## src/rtl/tpu_ctrl_pkg.sv

```systemverilog
// Shared definitions for the systolic array sequencer: FSM encodings and
// fixed geometry of the 2x2 feed schedule.
package tpu_ctrl_pkg;

  typedef enum logic [2:0] {
    ST_IDLE,
    ST_CLEAR,
    ST_FEED,
    ST_DRAIN,
    ST_CAPTURE,
    ST_OUT
  } state_e;

  localparam int FEED_BEATS  = 3;
  localparam int ADDR_SEL_B  = 2;
  localparam int NUM_RESULTS = 4;

endpackage

```

## src/rtl/systolic_ctrl_2x2_skew.sv

```systemverilog
// Wavefront skew mux: maps feed beat k and the row-major operand registers
// onto the array edge inputs. Purely combinational; the caller registers it.
module systolic_skew_feed_2x2 #(
  parameter int WIDTH = 8
) (
  input  logic                        feed_en_i,
  input  logic [1:0]                  beat_i,
  input  logic [3:0][WIDTH-1:0]       a_op_i,
  input  logic [3:0][WIDTH-1:0]       b_op_i,
  output logic [WIDTH-1:0]            a0_o,
  output logic [WIDTH-1:0]            a1_o,
  output logic [WIDTH-1:0]            b0_o,
  output logic [WIDTH-1:0]            b1_o
);

  // NOTE: every output gets a default before the case so no path can infer a latch.
  always_comb begin
    a0_o = '0;
    a1_o = '0;
    b0_o = '0;
    b1_o = '0;
    if (feed_en_i) begin
      unique case (beat_i)
        2'd0: begin
          a0_o = a_op_i[0];
          b0_o = b_op_i[0];
        end
        2'd1: begin
          a0_o = a_op_i[1];
          a1_o = a_op_i[2];
          b0_o = b_op_i[2];
          b1_o = b_op_i[1];
        end
        2'd2: begin
          a1_o = a_op_i[3];
          b1_o = b_op_i[3];
        end
        default: ;
      endcase
    end
  end

endmodule

```

## src/rtl/systolic_ctrl_2x2.sv

```systemverilog
// Sequencer for the 2x2 systolic array: holds operands, runs clear/feed/drain,
// captures the four results and streams them over a valid/ready port.
module systolic_ctrl_2x2
  import tpu_ctrl_pkg::*;
#(
  parameter int WIDTH        = 8,
  parameter int DRAIN_CYCLES = 2
) (
  input  logic                 clk,
  input  logic                 rst,
  input  logic                 wr_en,
  input  logic [2:0]           wr_addr,
  input  logic [WIDTH-1:0]     wr_data,
  input  logic                 act_en,
  input  logic                 start,
  output logic                 busy,
  output logic                 done,
  output logic                 out_valid,
  input  logic                 out_ready,
  output logic [2*WIDTH-1:0]   out_data,
  output logic                 arr_clear,
  output logic                 arr_activation,
  output logic [WIDTH-1:0]     arr_a0,
  output logic [WIDTH-1:0]     arr_a1,
  output logic [WIDTH-1:0]     arr_b0,
  output logic [WIDTH-1:0]     arr_b1,
  input  logic [2*WIDTH-1:0]   arr_c00,
  input  logic [2*WIDTH-1:0]   arr_c01,
  input  logic [2*WIDTH-1:0]   arr_c10,
  input  logic [2*WIDTH-1:0]   arr_c11
);

  localparam int CNT_W = $clog2(FEED_BEATS + DRAIN_CYCLES + 1);

  state_e                               state_q, state_d;
  logic [CNT_W-1:0]                     cnt_q, cnt_d;
  logic [1:0]                           idx_q, idx_d;
  logic [3:0][WIDTH-1:0]                a_op_q, b_op_q;
  logic [NUM_RESULTS-1:0][2*WIDTH-1:0]  res_q;
  logic                                 start_acc, handshake, last_hs;
  logic [WIDTH-1:0]                     feed_a0, feed_a1, feed_b0, feed_b1;

  assign handshake = out_valid && out_ready;

  always_comb begin
    state_d   = state_q;
    cnt_d     = cnt_q;
    idx_d     = idx_q;
    start_acc = 1'b0;
    last_hs   = 1'b0;
    unique case (state_q)
      ST_IDLE: begin
        if (start) begin
          state_d   = ST_CLEAR;
          start_acc = 1'b1;
        end
      end
      ST_CLEAR: begin
        state_d = ST_FEED;
        cnt_d   = '0;
      end
      ST_FEED: begin
        if (cnt_q == CNT_W'(FEED_BEATS - 1)) begin
          cnt_d   = '0;
          state_d = (DRAIN_CYCLES > 0) ? ST_DRAIN : ST_CAPTURE;
        end else begin
          cnt_d = cnt_q + CNT_W'(1);
        end
      end
      ST_DRAIN: begin
        if (cnt_q == CNT_W'(DRAIN_CYCLES - 1)) state_d = ST_CAPTURE;
        else                                   cnt_d   = cnt_q + CNT_W'(1);
      end
      ST_CAPTURE: begin
        state_d = ST_OUT;
        idx_d   = '0;
      end
      ST_OUT: begin
        if (handshake) begin
          if (idx_q == 2'd3) begin
            state_d = ST_IDLE;
            last_hs = 1'b1;
          end else begin
            idx_d = idx_q + 2'd1;
          end
        end
      end
      default: state_d = ST_IDLE;
    endcase
  end

  // Mux is driven from next-state so the registered array inputs line up
  // with the state they belong to.
  systolic_skew_feed_2x2 #(.WIDTH(WIDTH)) u_skew (
    .feed_en_i (state_d == ST_FEED),
    .beat_i    (cnt_d[1:0]),
    .a_op_i    (a_op_q),
    .b_op_i    (b_op_q),
    .a0_o      (feed_a0),
    .a1_o      (feed_a1),
    .b0_o      (feed_b0),
    .b1_o      (feed_b1)
  );

  // NOTE: state uses non-blocking assignments only; operand and result buffers
  // are small flop arrays that must read zero after reset, so they are reset too.
  always_ff @(posedge clk) begin
    if (rst) begin
      state_q        <= ST_IDLE;
      cnt_q          <= '0;
      idx_q          <= '0;
      a_op_q         <= '0;
      b_op_q         <= '0;
      res_q          <= '0;
      busy           <= 1'b0;
      done           <= 1'b0;
      out_valid      <= 1'b0;
      out_data       <= '0;
      arr_clear      <= 1'b0;
      arr_activation <= 1'b0;
      arr_a0         <= '0;
      arr_a1         <= '0;
      arr_b0         <= '0;
      arr_b1         <= '0;
    end else begin
      state_q <= state_d;
      cnt_q   <= cnt_d;
      idx_q   <= idx_d;
      if (wr_en && !busy) begin
        if (wr_addr[ADDR_SEL_B]) b_op_q[wr_addr[1:0]] <= wr_data;
        else                     a_op_q[wr_addr[1:0]] <= wr_data;
      end
      if (start_acc) arr_activation <= act_en;
      if (state_q == ST_CAPTURE) res_q <= {arr_c11, arr_c10, arr_c01, arr_c00};
      busy      <= (state_d != ST_IDLE);
      done      <= last_hs;
      out_valid <= (state_d == ST_OUT);
      // c00 bypasses the buffer on capture; later words come from res_q.
      if (state_q == ST_CAPTURE)      out_data <= arr_c00;
      else if (handshake && !last_hs) out_data <= res_q[idx_d];
      arr_clear <= (state_d == ST_CLEAR);
      arr_a0    <= feed_a0;
      arr_a1    <= feed_a1;
      arr_b0    <= feed_b0;
      arr_b1    <= feed_b1;
    end
  end

endmodule
```

## config.mk

```make
export PLATFORM = sky130hd
export DESIGN_NAME = systolic_ctrl_2x2
export DESIGN_NICKNAME = d
export VERILOG_FILES = /design/src/rtl/tpu_ctrl_pkg.sv /design/src/rtl/systolic_ctrl_2x2_skew.sv /design/src/rtl/systolic_ctrl_2x2.sv
export SDC_FILE = /design/constraint.sdc
export NUM_CORES = 1
export LEC_CHECK = 0
export ABC_CLOCK_PERIOD_IN_PS = 7200
export BUFFER_PORTS_ARGS = -buffer_cell sky130_fd_sc_hd__buf_4
export CAP_MARGIN = 20
export CELL_PAD_IN_SITES_DETAIL_PLACEMENT = 1
export CELL_PAD_IN_SITES_GLOBAL_PLACEMENT = 1
export CORE_ASPECT_RATIO = 1.5
export CORE_MARGIN = 3
export CORE_UTILIZATION = 45
export DETAILED_ROUTE_END_ITERATION = 6
export HOLD_SLACK_MARGIN = 0.06
export PLACE_DENSITY = 0.85
export SLEW_MARGIN = 15
export SYNTH_ARGS = -nofsm -noshare
export SYNTH_HDL_FRONTEND = slang
export SYNTH_HIERARCHICAL = 1
export SYNTH_SLANG_ARGS = --single-unit
```

## constraint.sdc

```tcl
create_clock -name clk -period 7.2 [get_ports clk]
set_input_delay 0.72 -clock clk [delete_from_list [all_inputs] [get_ports clk]]
set_output_delay 0.72 -clock clk [all_outputs]
set_load 0.03 [all_outputs]
```

### Word-level counts from Yosys, hierarchy flattened

Cells that the tools add are included.

* add/subtract/negate cells: 2
* order comparisons: 3
* equal/unequal tests: 14
* multiplexer cells: 29
* bitwise gates (word level): 2
* reduce and logical (&&, ||, !) cells: 15

Operators with widths (number)
* 32-bit bitwise mux: 2
* 8-bit case mux with 2 select lines: 4
* 16-bit 2-to-1 mux: 3
* 16-bit binary-select mux with 2-bit select: 1
* 3-bit 2-to-1 mux: 7
* 3-bit case mux with 6 select lines: 1
* 8-bit demux with 2-bit select: 1
* 3-bit by 2-bit equality test with 1-bit output (second input constant): 4
* 3-bit by 1-bit equality test with 1-bit output (second input constant): 3
* 3-bit equality test (second input constant): 3
* 3-bit case mux with 3 select lines: 1
* 8-bit 2-to-1 mux: 1
* 2-bit by 3-bit < comparator with 1-bit output (second input constant): 2
* 2-bit AND reduction: 3
* 3-bit nonzero test: 2
* 1-bit 2-to-1 mux: 5
* 2-bit equality test (second input constant): 2
* 1-bit logical AND: 4
* 2-bit 2-to-1 mux: 2
* 2-bit case mux with 2 select lines: 1
* 3-bit by 1-bit adder with 3-bit output (second input constant): 1
* 3-bit logical NOT: 1
* 2-bit by 1-bit adder with 2-bit output (second input constant): 1
* 2-bit by 1-bit equality test with 1-bit output (second input constant): 1
* 7 further kinds: 9

* flip-flop bits (word level): 189
* bits of input ports: 81
* output and inout bits: 53
* logic and storage cells: 91

### Logic depth before layout (Yosys ltp)

Gate-level depths: netlist (run 1).

* word-level depth: 8
* gate-level depth with buffers: 13
* mapped depth without buffers: 11

### Modules after synthesis

Netlist (run 1), hierarchy kept.

By module, submodules not included
* systolic_ctrl_2x2: times used 1, cells each 836, area an instance 7447.1 µm², seq. area each 3783.6 µm²
* systolic_skew_feed_2x2: times used 1, cells each 79, area an instance 691.9 µm², seq. area each 0.0 µm²

### Worst setup path after synthesis (run 1)

OpenSTA, ideal clock, no wires.

* path kind: reg-to-reg
* start: register state_q[0]
* end: register arr_a0[0]
* library setup time: 128 ps
* data arrival time: 2241 ps
* required time: 7072 ps
* slack: 4831 ps
* stages on the path, launching flop included: 13
* path buffers: 4
* clock period less this slack: 2369 ps
* path through: dfxtp_1 clkbuf_1 clkbuf_1 mux2i_1 o21ai_0 o21ai_0 inv_1 ha_1 buf_2 buf_6 a22oi_2 nor2b_2 nor2b_1

* elaborated cells between the ends (all ways): 19
* classes of those cells: eq/ne: 7; mux: 8; bitwise: 1; reduce/logical: 3

RTL lines
* from (decl): line systolic_ctrl_2x2.sv:35 `state_e state_q, state_d;`
* from (signal assigned): line systolic_ctrl_2x2.sv:126 `state_q <= state_d;`
* 3-bit by 2-bit equality test with 1-bit output / 3-bit by 1-bit equality test with 1-bit output (equally long branches): line systolic_ctrl_2x2.sv:51 `unique case (state_q)`
* 3-bit case mux with 3 select lines *: line systolic_ctrl_2x2.sv:51
* named net cnt_d[0]: line systolic_ctrl_2x2.sv:36 `logic [CNT_W-1:0] cnt_q, cnt_d;`
* 2-bit by 1-bit equality test with 1-bit output / 2-bit logical NOT (equally long branches): line systolic_ctrl_2x2_skew.sv:23 `unique case (beat_i)`
* 8-bit case mux with 2 select lines *: line systolic_ctrl_2x2_skew.sv:23
* to (signal assigned): line systolic_ctrl_2x2.sv:121 `arr_a0 <= '0;`
* to (signal assigned): line systolic_ctrl_2x2.sv:142 `arr_a0 <= feed_a0;`
* to (decl): line systolic_ctrl_2x2.sv:23 `output logic [WIDTH-1:0] arr_a0,`

The timed path passes the listed nets; every way through them passes the cells marked *.
A chain may end at the register's enable or synchronous reset.

### Worst setup path after layout (run 1)

* start: register state_q[0]
* end: register out_data[11]

* longest elaborated chain between the ends: 6
* elaborated cells between the ends (all ways): 11
* classes of those cells: eq/ne: 2; mux: 6; reduce/logical: 3

Ends and longest elaborated chain
* 3-bit equality test (on tied branches): line systolic_ctrl_2x2.sv:51, systolic_ctrl_2x2.sv:139
* 2-bit case mux with 2 select lines: line systolic_ctrl_2x2.sv:51
* 16-bit binary-select mux with 2-bit select: line systolic_ctrl_2x2.sv:140 `else if (handshake && !last_hs) out_data <= res_q[idx_d];`
* 16-bit 2-to-1 mux (not written as such): line systolic_ctrl_2x2.sv:140
* 16-bit 2-to-1 mux: line systolic_ctrl_2x2.sv:140
* 16-bit 2-to-1 mux: line systolic_ctrl_2x2.sv:139 `if (state_q == ST_CAPTURE) out_data <= arr_c00;`
* to (signal assigned): line systolic_ctrl_2x2.sv:139
* to (signal assigned): line systolic_ctrl_2x2.sv:140
* to (decl): line systolic_ctrl_2x2.sv:20 `output logic [2*WIDTH-1:0] out_data,`

Parallel ways exist; a longest one is shown, timed or not. The select of a mux whose other input is x is not followed.

==> impl_results.md, run 1 <==
- Via-to-Cell Ratio: 5.603
- Slew HR: 0.3223
- Met1 track demand over resource: 0.2543
- Average wire per cell in the routed design: 19.25 um
- Distinct cells, synth: 54
- Setup crit end: out_data[11]
- Most used routing layer in global routing: met2
- Final Hold Fails: 0
- Setup Total Neg Slack: 0 ns
- Largest vdd supply drop: 0.1425 mV
- Crit path max-delay family: simple AND/OR/NAND/NOR gates
- Post-CTS repair timing setup buffer count: 0
- Number of CTS-inserted buffers: 17
- Post-synthesis area per instance: 8.895 um2
- Count of synthesis-stage warnings from yosys: 6
- Cell Chain, Critical Path: or3b_4 > nand3_1 > a2111oi_0 > a2111oi_2
- Ant. Diodes: 0
- Ports: 134
- Power per cell area: 226.5 mW/mm2
- Status: complete, no violations
- Router iterations before antenna repair: 4
- # setup viols final: 0
- Leakage: 3.822 nW
- Gate count after technology mapping: 915
- Clk sinks: 189
- Final slew viol count: 0
- Worst min path class: flip-flop to flip-flop
- Height of the die: 170.7 um
- Starting utilization of the core area: 0.4633
- Area share of the largest cell type after synthesis: 0.4649
- Fillers: 2068
- Largest cells by area after synthesis: sky130_fd_sc_hd__dfxtp_1, sky130_fd_sc_hd__mux2i_1, sky130_fd_sc_hd__nand2_1
- Dominant register cell in the synthesized netlist: sky130_fd_sc_hd__dfxtp_1
- Die Outline Area: 0.01977 mm2
- Sequential element share of the synthesized area: 0.4649
- Post-cts gate resize count: 0
- Max Root-Sink Buffers: 2
- Crit path max fanout: 83
- Cell type contributing the most total cell area after synthesis: sky130_fd_sc_hd__dfxtp_1
- Clock latency on the worst-skew pair: 0.44 ns
- Initial antenna violation count: 0
- Worst Setup End Kind: flip-flop
- GR Layer Usage met3: 0.04069
- HPWL after DPL: 16090 um
- First-pass GRT wire length: 36780 um
- Via count of the first global-routing pass: 7126
- Core region area: 0.01757 mm2
- DRT antenna net count: 0
- Largest net degree at the start of global routing: 97
- Number of DRC markers after the initial detailed-route iteration: 445
- Shortest clock period the worst path allows after layout: 3.062 ns
- Cell depth of the worst flop-to-flop path: 4
- Chip width: 115.8 um
- Final period util: 0.4253
- Required @ worst endpoint: 7.47 ns
- Maximum operating frequency: 326.6 MHz
- Startpoint kind of the worst setup timing path: flip-flop
- Slowest cell on crit path: sky130_fd_sc_hd__or3b_4
- Buffer type at the clock tree root: sky130_fd_sc_hd__clkbuf_16
- Overall fraction of global-route tracks in use: 0.2399
- Startpoint of the worst-slack reg-to-reg timing path: state_q[0]
- Data arrival time of the worst path: 3.33 ns
- Area overhead of the layout relative to synthesis: 19.28%
- Global Route met2 Usage: 0.4480
- Count of unresolved DRC violations after routing: 0
- Unrepaired setup endpoints after global routing: false
- Skew final: 0.01197 ns
- Remaining global-route overflow: 0
- Post-synthesis instance area: 0.008139 mm2
- Count of buffers inserted at the top-level ports: 133
- Final Instance Area: 0.009708 mm2
- Number of synthesized register bits: 189
- Number of buffers inserted by hold repair at cts: 0
- Final Wtd Congestion: 0.8294
- Number of max-cap violations: 0
- Detailed-route via count: 6852
- Measured slew at the worst slew-check pin: 1.017 ns
- Reg-to-reg endpoint: out_data[11]
- Share of async-settable or async-resettable flops after synthesis: 0
- Total placed cells including tap cells: 1191
- Worst Path Class, Setup: flip-flop to flip-flop
- Post-synthesis net count: 1002
- H-tree lvl count: 4
- Slack of the worst reg-to-reg path: 4.14 ns
- Cell depth of the worst setup path: 4
- Post-synth EDFFs: 0
- Site Rows: 59
- Placed Instance Area: 0.009092 mm2
- CTS tree: done
- Number of nets at the end of the flow: 1084
- Final std cells w/o fill: 1223
- Clock-pin slew on the worst setup and hold paths: 0.07 ns
- Share of final-layout standard cells stronger than drive strength 1: 0.2396
- Final wirelength: 23540 um
- Crit path largest cell delay: 0.89 ns
- Worst setup path start: state_q[0]
- Utilization after layout: 0.5526
- Worst path bufs/invs: 0
cell usage in the layout (no fill, tap or decap), types with 2 or more instances in the layout:
master and instances:
sky130_fd_sc_hd__o32ai_1 2, sky130_fd_sc_hd__a211o_1 3, sky130_fd_sc_hd__and4b_1 2, sky130_fd_sc_hd__a2111oi_1 8, sky130_fd_sc_hd__mux2_1 8, sky130_fd_sc_hd__nor2b_1 40, sky130_fd_sc_hd__mux2_2 15, sky130_fd_sc_hd__a2111oi_0 6
sky130_fd_sc_hd__nand3b_1 2, sky130_fd_sc_hd__a21oi_1 75, sky130_fd_sc_hd__a22oi_1 12, sky130_fd_sc_hd__clkinv_8 4, sky130_fd_sc_hd__a22oi_2 20, sky130_fd_sc_hd__inv_8 5, sky130_fd_sc_hd__nand2b_1 6, sky130_fd_sc_hd__o21ai_0 20
sky130_fd_sc_hd__clkbuf_16 17, sky130_fd_sc_hd__nor3_1 13, sky130_fd_sc_hd__inv_6 2, sky130_fd_sc_hd__nor2_1 93, sky130_fd_sc_hd__nor3_2 2, sky130_fd_sc_hd__nand2_1 159, sky130_fd_sc_hd__buf_4 137, sky130_fd_sc_hd__nand3_1 13
sky130_fd_sc_hd__nor2b_2 14, sky130_fd_sc_hd__inv_1 17, sky130_fd_sc_hd__ha_1 6, sky130_fd_sc_hd__a31oi_1 2, sky130_fd_sc_hd__mux2i_1 65, sky130_fd_sc_hd__a21o_1 2, sky130_fd_sc_hd__nor2_2 12, sky130_fd_sc_hd__or4_1 2
sky130_fd_sc_hd__dfxtp_1 189, sky130_fd_sc_hd__o21a_1 2, sky130_fd_sc_hd__a221oi_1 13
power by group:
| part | switching (mW) | leakage (nW) | internal (mW) |
|---|---|---|---|
| clock | 0.471 | 0.299 | 0.502 |
| combinational | 0.0952 | 2.00 | 0.0628 |
| sequential | 0.0120 | 1.52 | 1.06 |
per-layer routing:
metal | routed length (um) | vias up
met5 | 0 | -
met4 | 952 | 0
met3 | 778 | 55
met2 | 12950 | 179
met1 | 8861 | 3359
li1 | - | 3259
flip-flops by register name (all words and copies together) (netlist names), 2 cells and up:
signal    count
arr_b0        8
arr_a0        8
a_op_q       32
b_op_q       32
arr_a1        8
state_q       3
arr_b1        8
idx_q         2
out_data     16
cnt_q         3
res_q        64
how the worst min path moves through the flow:
stage	startpoint	endpoint	slack [ns]	cells past startpoint
6_report	res_q[10]	res_q[10]	0.46	2
4_1_cts	res_q[10]	res_q[10]	0.46	2
3_3_place_gp	res_q[10]	res_q[10]	0.44	2
5_1_grt	res_q[8]	res_q[8]	0.47	2
3_5_place_dp	res_q[10]	res_q[10]	0.45	2
2_1_floorplan	res_q[16]	res_q[16]	0.43	2
tightest hold or removal path: cells and delay by family (launching register included):
family | cells | cell delay (ns)
compound gates | 1 | 0.05
simple gates | 1 | 0.05
flops | 1 | 0.31
per-stage QoR:
step           total power, mW  hold slack, ns  setup WS (ns)
3_5_place_dp             1.250          0.4480          4.140
4_1_cts                  2.218          0.4582          4.151
3_3_place_gp             1.247          0.4408          4.187
6_report                 2.199          0.4579          4.138
2_1_floorplan            1.189          0.4322          4.831
5_1_grt                  2.274          0.4746          3.787
synthesized netlist by cell type (3+ instances only):
master / number
sky130_fd_sc_hd__a22oi_2: 20
sky130_fd_sc_hd__nand2_1: 159
sky130_fd_sc_hd__clkbuf_1: 42
sky130_fd_sc_hd__buf_6: 5
sky130_fd_sc_hd__nor2b_1: 40
sky130_fd_sc_hd__nand2b_1: 6
sky130_fd_sc_hd__mux2_1: 8
sky130_fd_sc_hd__buf_4: 4
sky130_fd_sc_hd__a211o_1: 3
sky130_fd_sc_hd__nor2b_2: 14
sky130_fd_sc_hd__ha_1: 6
sky130_fd_sc_hd__a2111oi_1: 8
sky130_fd_sc_hd__a2111oi_0: 6
sky130_fd_sc_hd__nor3_1: 13
sky130_fd_sc_hd__o21ai_0: 20
sky130_fd_sc_hd__a22oi_1: 12
sky130_fd_sc_hd__a21oi_1: 75
sky130_fd_sc_hd__dfxtp_1: 189
sky130_fd_sc_hd__nor2_1: 93
sky130_fd_sc_hd__mux2i_1: 65
sky130_fd_sc_hd__nand3_1: 13
sky130_fd_sc_hd__inv_1: 17
sky130_fd_sc_hd__buf_2: 9
sky130_fd_sc_hd__nor2_2: 12
sky130_fd_sc_hd__mux2_2: 15
sky130_fd_sc_hd__a221oi_1: 13
sky130_fd_sc_hd__buf_1: 13
cell families after synthesis:
| family | share of synthesized area |
|---|---|
| buffers and inverters | 0.05180 |
| xor gates and xnor gates | 0.001076 |
| adders and majority gates | 0.009223 |
| DFF | 0.4649 |
| muxes | 0.1118 |
| and+or+nand+nor | 0.2106 |
| AOI/OAI and AO/OA | 0.1507 |
layout make-up:
class,count,area [um2],share of cell area
clock buffer,17,425.4,0.04382
timing repair buffer,138,1040,0.1071
clock inverter,15,190.2,0.01959
tap,213,266.5,0.02745
sequential,189,3784,0.3897
inverter,17,63.81,0.006573
multi-input combinational,634,3939,0.4057
(Power assumes the default switching activity.)
==> run 2, diff against run 1 <==
--- a/config.mk
+++ b/config.mk
@@ -5,17 +5,18 @@
 export SDC_FILE = /design/constraint.sdc
 export NUM_CORES = 1
 export LEC_CHECK = 0
-export ABC_CLOCK_PERIOD_IN_PS = 7200
+export ABC_AREA = 1
+export ABC_CLOCK_PERIOD_IN_PS = 2900
 export BUFFER_PORTS_ARGS = -buffer_cell sky130_fd_sc_hd__buf_4
 export CAP_MARGIN = 20
 export CELL_PAD_IN_SITES_DETAIL_PLACEMENT = 1
 export CELL_PAD_IN_SITES_GLOBAL_PLACEMENT = 1
 export CORE_ASPECT_RATIO = 1.5
 export CORE_MARGIN = 3
-export CORE_UTILIZATION = 45
+export CORE_UTILIZATION = 40
 export DETAILED_ROUTE_END_ITERATION = 6
 export HOLD_SLACK_MARGIN = 0.06
-export PLACE_DENSITY = 0.85
+export PLACE_DENSITY = 0.8
 export SLEW_MARGIN = 15
 export SYNTH_ARGS = -nofsm -noshare
 export SYNTH_HDL_FRONTEND = slang
==> constraint.sdc (replaced) <==
create_clock -name clk -period 2.9 [get_ports clk]
set_input_delay 0.29 -clock clk [delete_from_list [all_inputs] [get_ports clk]]
set_output_delay 0.29 -clock clk [all_outputs]
set_load 0.03 [all_outputs]
==> run 2 against run 1 <==
Against the previous run:
- maximum frequency increased by 25%
- worst hold slack got worse by 0.34 ns
- via count increased by 9.0%
- area after synthesis decreased by 3.4%
- routed wire length increased by 4.8%
- non-clock buffer count increased by 9
==> impl_results.md, run 2 <==
- Sequential element share of the synthesized area: 0.4813 (+0.01643)
- Ant. Diodes: 0 (unchanged)
- Skew final: 0.007931 ns (-0.004037 ns)
- Measured slew at the worst slew-check pin: 0.8007 ns (-0.2158 ns)
- Number of nets at the end of the flow: 1293 (+19%)
- Crit path largest cell delay: 0.36 ns (-0.53 ns)
- Via-to-Cell Ratio: 5.062 (-9.6%)
- Biggest regs: res_q: 64 flops, a_op_q: 32 flops, b_op_q: 32 flops
- Starting utilization of the core area: 0.4086 (-0.05463)
- Share of async-settable or async-resettable flops after synthesis: 0 (unchanged)
- Router iterations before antenna repair: 4 (unchanged)
- Most common cell after layout, fill and taps aside: sky130_fd_sc_hd__dfxtp_1
- Worst Setup End Kind: flip-flop
- Critical path's most frequent cell: sky130_fd_sc_hd__inv_1
- Fillers: 2552 (+23%)
- Distinct cells, synth: 26 (-52%)
- Count of synthesis-stage warnings from yosys: 6 (unchanged)
- Height of the die: 177.7 um (+4.1%)
- Maximum operating frequency: 406.8 MHz (+25%)
- Startpoint kind of the worst setup timing path: flip-flop
- Clk network pwr share: 0.458 (+0.016)
- Area share of the largest cell type after synthesis: 0.4813 (+0.01643)
- First-pass GRT wire length: 39310 um (+6.9%)
- Setup Total Neg Slack: 0 ns (unchanged)
- Number of synthesized register bits: 189 (unchanged)
- Largest net degree at the start of global routing: 70 (-28%)
- Sw Pwr: 1.314 mW (+130%)
- Switching portion of total power: 0.2350 (-0.02773)
- Total placed cells including tap cells: 1443 (+21%)
- Final period util: 0.8477 (+0.4224)
- Data arrival time of the worst path: 2.83 ns (-0.50 ns)
- Die Outline Area: 0.02141 mm2 (+8.3%)
- Post-synthesis area per instance: 7.134 um2 (-20%)
- Slew HR: 0.4656 (+0.1433)
- Site Rows: 62 (+5.1%)
- CTS tree: done
- Overall Power: 5.590 mW (+150%)
- Worst path bufs/invs: 6 (+6)
- Count of unresolved DRC violations after routing: 0 (unchanged)
- Detailed-route via count: 7467 (+9.0%)
- Average wire per cell in the routed design: 16.73 um (-13%)
- Count of buffers inserted at the top-level ports: 133 (unchanged)
- Required @ worst endpoint: 3.27 ns (-4.20 ns)
- Shortest clock period the worst path allows after layout: 2.458 ns (-0.6039 ns)
- Largest register FFs: 64 (unchanged)
- Number of CTS-inserted buffers: 17 (unchanged)
- Via count of the first global-routing pass: 7711 (+8.2%)
- Register Area: 0.003784 mm2 (unchanged)
- # setup viols final: 0 (unchanged)
- Share of final-layout standard cells stronger than drive strength 1: 0.1600 (-0.07964)
- Combinational cell fraction of total power: 0.066 (-0.006)
- Top library cells by usage in the layout, fill and taps aside: sky130_fd_sc_hd__dfxtp_1, sky130_fd_sc_hd__nor2_1, sky130_fd_sc_hd__nand2_1
- Post-synthesis net count: 1189 (+19%)
- Number of DRC markers after the initial detailed-route iteration: 367 (-18%)
- Clk sinks: 189 (unchanged)
- Post-synthesis instance area: 0.007861 mm2 (-3.4%)
- Largest vdd supply drop: 0.3338 mV (+130%)
- HPWL after DPL: 17120 um (+6.4%)
- Ports: 134 (unchanged)
- Number of max-cap violations: 0 (unchanged)
- Power per cell area: 580.1 mW/mm2 (+160%)
- Area overhead of the layout relative to synthesis: 22.58%
- Overall fraction of global-route tracks in use: 0.2340 (-0.005925)
- Number of buffers inserted by hold repair at cts: 0 (unchanged)
- Core region area: 0.01924 mm2 (+9.5%)
- Most flop-heavy register: res_q
- PnR worst setup slack: 0.4418 ns (-3.696 ns)
- Cell Chain, Critical Path: inv_1 > ha_1 > inv_1 > nor2_1 > nand2_1 > inv_1 > nor2_1 > o221ai_1 > inv_1 > ha_1 > buf_4 > nand2_1 > a21oi_2 > inv_1 > nor2_1
- Leakage: 4.005 nW (+4.8%)
- Buffer type at the clock tree root: sky130_fd_sc_hd__clkbuf_16
- Most frequently used cell type in the post-synthesis netlist: sky130_fd_sc_hd__dfxtp_1
- DP Worst Slack: 0.2919 ns (-3.848 ns)
- Final Hold Fails: 0 (unchanged)
- Final Wtd Congestion: 0.8111 (-2.2%)
- Dominant register cell in the synthesized netlist: sky130_fd_sc_hd__dfxtp_1
- Chip width: 120.5 um (+4.0%)
- DRT antenna net count: 0 (unchanged)
- Clock-pin slew on the worst setup and hold paths: 0.07 ns (about the same)
- Final slew viol count: 0 (unchanged)
- Largest cells by area after synthesis: sky130_fd_sc_hd__dfxtp_1, sky130_fd_sc_hd__nor2_1, sky130_fd_sc_hd__nand2_1
- Worst min path class: input port to flip-flop
- Worst Path Class, Setup: flip-flop to flip-flop
- Combined area of the multi-input logic cells: 0.003283 mm2 (-17%)
- Crit path max fanout: 32 (-61%)
- H-tree lvl count: 4 (unchanged)
- Remaining global-route overflow: 0 (unchanged)
- Cell type contributing the most total cell area after synthesis: sky130_fd_sc_hd__dfxtp_1
- Clock latency on the worst-skew pair: 0.44 ns (about the same)
- Initial antenna violation count: 0 (unchanged)
- Final wirelength: 24680 um (+4.8%)
- Most frequent cells after synthesis: sky130_fd_sc_hd__dfxtp_1, sky130_fd_sc_hd__nor2_1, sky130_fd_sc_hd__nand2_1
- Gate count after technology mapping: 1102 (+20%)
- Internal power: 4.276 mW (+160%)
- Slowest cell on crit path: sky130_fd_sc_hd__dfxtp_1
- Reg power frac: 0.476 (-0.010)
- Post-synth EDFFs: 0 (unchanged)
- Max Root-Sink Buffers: 2 (unchanged)
- Crit path max-delay family: buffers and inverters
- Unrepaired setup endpoints after global routing: false
- Final std cells w/o fill: 1475 (+21%)
- Status: complete, no violations
[run 2: changes by cell type after synthesis, sizes merged, moves of 15 or more]
cell,delta
mux2i,-65
a21oi,+53
mux2,-23
nand3,+25
a2111oi,-15
a22oi,-32
nor2,+84
nand4,+33
nand2,+27
inv,+115
nor2b,-54
o21ai,+110
[run 2: what timing repair did]
action,CTS,global route
resized for setup,0,1
endpoints found under the setup margin,0,7
setup buffers,0,0
[run 2: area by class of cell]
| class | count | share of cell area |
|---|---|---|
| clock buffer | 20 | 0.04739 |
| sequential | 189 | 0.3926 |
| tap | 256 | 0.03324 |
| multi-input combinational | 719 | 0.3407 |
| clock inverter | 12 | 0.01883 |
| timing repair buffer | 147 | 0.1158 |
| inverter | 132 | 0.05142 |
[run 2: power by group through the flow]
stage	Clock (mW)	Sequential (mW)	Combinational (mW)
after CTS	2.61	2.66	0.373
after global placement	0	2.72	0.363
after floorplan	0	2.72	0.178
after global routing	2.70	2.66	0.413
after detailed placement	0	2.72	0.370
final	2.56	2.66	0.368
[run 2: logic make-up after synthesis]
| kind of cell | count (synthesis) | share of synthesized area |
|---|---|---|
| XOR/XNOR | 1 | 0.001114 |
| flip-flops | 189 | 0.4813 |
| AO/OA/AOI/OAI | 262 | 0.1693 |
| adder cells (fa/ha/maj) | 6 | 0.009549 |
| AND/OR/NAND/NOR | 450 | 0.2367 |
| buffers and inverters | 194 | 0.1020 |
[run 2: path summary, 6_finish.rpt]
check,slack (ns),depth (start not counted),endpoint,from
worst max-delay path,0.44,15,arr_a1[6],cnt_q[1]
worst min-delay path,0.12,3,res_q[8],arr_c00[8]
worst max register to register,0.44,15,arr_a1[6],cnt_q[1]
worst min register to register,0.46,2,res_q[58],res_q[58]
[run 2: stage by stage]
step                instance area [um2]  hold slack [ns]    util
finish                             9637           0.1179  0.5009
floorplan                          7861           0.4249       -
detailed placement                 8996           0.4474  0.4676
global route                       9637           0.1248  0.5009
CTS                                9634           0.1013  0.5008
global placement                   8996           0.4402  0.4676
[run 2: routing by layer]
| layer | vias to the layer above | GRT usage | part of all wire |
|---|---|---|---|
| li1 | 3725 | - | - |
| met4 | 0 | 0.1063 | 0.035 |
| met3 | 44 | 0.03922 | 0.034 |
| met2 | 139 | 0.4523 | 0.55 |
| met1 | 3559 | 0.2424 | 0.38 |
| met5 | - | 0 | 0 |
[run 2: worst register-to-register path, delay by kind of cell (launching register included)]
kind	cells	cell delay, ns
AO/OA/AOI/OAI	2	0.36
adder cells (fa/ha/maj)	2	0.35
buffers and inverters	6	0.71
flip-flops	1	0.36
AND/OR/NAND/NOR	5	0.61
==> run 3, diff against run 2 <==
--- a/config.mk
+++ b/config.mk
@@ -6,7 +6,7 @@
 export NUM_CORES = 1
 export LEC_CHECK = 0
 export ABC_AREA = 1
-export ABC_CLOCK_PERIOD_IN_PS = 2900
+export ABC_CLOCK_PERIOD_IN_PS = 2300
 export BUFFER_PORTS_ARGS = -buffer_cell sky130_fd_sc_hd__buf_4
 export CAP_MARGIN = 20
 export CELL_PAD_IN_SITES_DETAIL_PLACEMENT = 1
==> constraint.sdc (replaced) <==
create_clock -name clk -period 2.3 [get_ports clk]
set_input_delay 0.23 -clock clk [delete_from_list [all_inputs] [get_ports clk]]
set_output_delay 0.23 -clock clk [all_outputs]
set_load 0.03 [all_outputs]
==> run 3 against run 2 <==
Against the previous run:
- sequential cell count unchanged
- sequential power is 26% higher
- utilization up 2.3 points
- total power is 28% higher
- design area is 4.7% higher
- critical path type unchanged
==> impl_results.md, run 3 (same netlist as run 2, synthesis figures left out) <==
- Final wirelength: 25740 um (+4.3%)
- Overall fraction of global-route tracks in use: 0.2419 (+0.007973)
- Number of max-cap violations: 0 (unchanged)
- Clk sinks: 189 (unchanged)
- Most common cell after layout, fill and taps aside: sky130_fd_sc_hd__dfxtp_1
- Setup Total Neg Slack: 0 ns (unchanged)
- Site Rows: 62 (unchanged)
- Number of nets at the end of the flow: 1316 (+1.8%)
- Share of final-layout standard cells stronger than drive strength 1: 0.1884 (+0.02844)
- Chip width: 120.5 um (unchanged)
- Largest register FFs: 64 (unchanged)
- Area overhead of the layout relative to synthesis: 28.30%
- Biggest regs: res_q: 64 flops, a_op_q: 32 flops, b_op_q: 32 flops
- Count of unresolved DRC violations after routing: 0 (unchanged)
- Height of the die: 177.7 um (unchanged)
- Core region area: 0.01924 mm2 (unchanged)
- CTS tree: done
- Die Outline Area: 0.02141 mm2 (unchanged)
- DRT antenna net count: 0 (unchanged)
- Final Hold Fails: 0 (unchanged)
- Required @ worst endpoint: 2.67 ns (-0.60 ns)
- Average wire per cell in the routed design: 17.18 um (+2.7%)
- Buffer type at the clock tree root: sky130_fd_sc_hd__clkbuf_16
- Leakage: 4.159 nW (+3.9%)
- Initial antenna violation count: 0 (unchanged)
- Status: complete, no violations
- Overall Power: 7.134 mW (+28%)
- Router iterations before antenna repair: 4 (unchanged)
- Measured slew at the worst slew-check pin: 0.7001 ns (-0.1006 ns)
- Clock-pin slew on the worst setup and hold paths: 0.07 ns (about the same)
- Final slew viol count: 0 (unchanged)
- Count of buffers inserted at the top-level ports: 133 (unchanged)
- HPWL after DPL: 17530 um (+2.4%)
- Largest vdd supply drop: 0.4266 mV (+28%)
- Via count of the first global-routing pass: 7957 (+3.2%)
- Crit path max fanout: 8 (-75%)
- First-pass GRT wire length: 40900 um (+4.1%)
- Shortest clock period the worst path allows after layout: 2.192 ns (-0.2660 ns)
- Final Wtd Congestion: 0.7942 (-2.1%)
- Final period util: 0.9531 (+0.1055)
- Worst Setup End Kind: flip-flop
- Top library cells by usage in the layout, fill and taps aside: sky130_fd_sc_hd__dfxtp_1, sky130_fd_sc_hd__nand2_1, sky130_fd_sc_hd__nor2_1
- Startpoint kind of the worst setup timing path: flip-flop
- Skew final: 0.008732 ns (+0.0008013 ns)
- # setup viols final: 0 (unchanged)
- Data arrival time of the worst path: 2.56 ns (-0.27 ns)
- Via-to-Cell Ratio: 5.125 (+1.2%)
- Number of DRC markers after the initial detailed-route iteration: 392 (+6.8%)
- Worst min path class: input port to flip-flop
- Slew HR: 0.5333 (+0.06770)
- Remaining global-route overflow: 0 (unchanged)
- Maximum operating frequency: 456.2 MHz (+12%)
- Ports: 134 (unchanged)
- Utilization after layout: 0.5243 (+0.02335)
- Worst Path Class, Setup: flip-flop to flip-flop
- Max Root-Sink Buffers: 2 (unchanged)
- Starting utilization of the core area: 0.4086 (unchanged)
- Number of CTS-inserted buffers: 17 (unchanged)
- Detailed-route via count: 7677 (+2.8%)
- Ant. Diodes: 0 (unchanged)
- Clock latency on the worst-skew pair: 0.44 ns (about the same)
- Power per cell area: 707.3 mW/mm2 (+22%)
- Largest net degree at the start of global routing: 96 (+37%)
- H-tree lvl count: 4 (unchanged)
- Most flop-heavy register: res_q
[run 3: changes by cell type in the layout (fill, tap and decap cells not counted), moves of 5 or more]
cell and delta:
sky130_fd_sc_hd__inv_2 +5, sky130_fd_sc_hd__dlygate4sd3_1 +9, sky130_fd_sc_hd__buf_12 +5, sky130_fd_sc_hd__nor2_1 -6, sky130_fd_sc_hd__inv_1 -6, sky130_fd_sc_hd__buf_4 +6
[run 3: final timing paths]
kind / end / cells after the start / slack [ns] / startpoint
max: arr_b1[3] / 12 / 0.11 / cnt_q[0]
min: res_q[63] / 3 / 0.07 / arr_c11[15]
max reg2reg: arr_b1[3] / 12 / 0.11 / cnt_q[0]
min reg2reg: res_q[49] / 2 / 0.46 / res_q[49]
[run 3: cell type report]
class                      count  area (um2)
tap                          256       320.3
timing repair buffer         170        1424
inverter                     132       499.2
clock inverter                 9       156.4
sequential                   189        3786
fill                        2477        9153
multi-input combinational    719        3412
clock buffer                  23       488.0
[run 3: stage by stage]
stage	instances	setup slack (ns)	hold slack, ns	instance area (um2)
6_report	1498	0.1078	0.06822	10090
5_1_grt	1498	-0.05032	0.07097	10090
4_1_cts	1496	0.03215	0.06422	9940
3_5_place_dp	1451	-0.1387	0.4482	9119
3_3_place_gp	1451	-0.05994	0.4408	9119
2_1_floorplan	1102	0.1771	0.3649	7861
[run 3: per-layer routing]
| metal | routed length, um | vias to the layer above | global-route usage |
|---|---|---|---|
| met3 | 926 | 62 | 0.04624 |
| met2 | 14150 | 169 | 0.4567 |
| met4 | 1088 | 0 | 0.1181 |
| met1 | 9577 | 3677 | 0.2530 |
| met5 | 0 | - | 0 |
| li1 | - | 3769 | - |
[run 3: where the power goes]
| part | internal, mW | switching [mW] | total, mW |
|---|---|---|---|
| clock network | 1.94 | 1.28 | 3.22 |
| logic | 0.235 | 0.327 | 0.562 |
| registers | 3.32 | 0.0296 | 3.35 |
[run 3: timing repair]
item	CTS	global route
gates resized for setup	9	31
buffers inserted	3	1
cloned	1	1
hold buffers	9	0
pin swaps	0	6
endpoints found under the hold margin	9	0
endpoints found under the setup margin	32	32
[run 3: worst max-delay path, cell delays in order (launching register included)]
cell	delay, ns
sky130_fd_sc_hd__dfxtp_2	0.38
sky130_fd_sc_hd__inv_1	0.13
sky130_fd_sc_hd__ha_1	0.27
sky130_fd_sc_hd__a21oi_2	0.19
sky130_fd_sc_hd__nor2_1	0.10
sky130_fd_sc_hd__o22ai_4	0.17
sky130_fd_sc_hd__inv_2	0.07
sky130_fd_sc_hd__ha_1	0.29
sky130_fd_sc_hd__nand2_2	0.09
sky130_fd_sc_hd__buf_8	0.16
sky130_fd_sc_hd__a21oi_1	0.12
sky130_fd_sc_hd__inv_1	0.05
sky130_fd_sc_hd__nor2_1	0.10
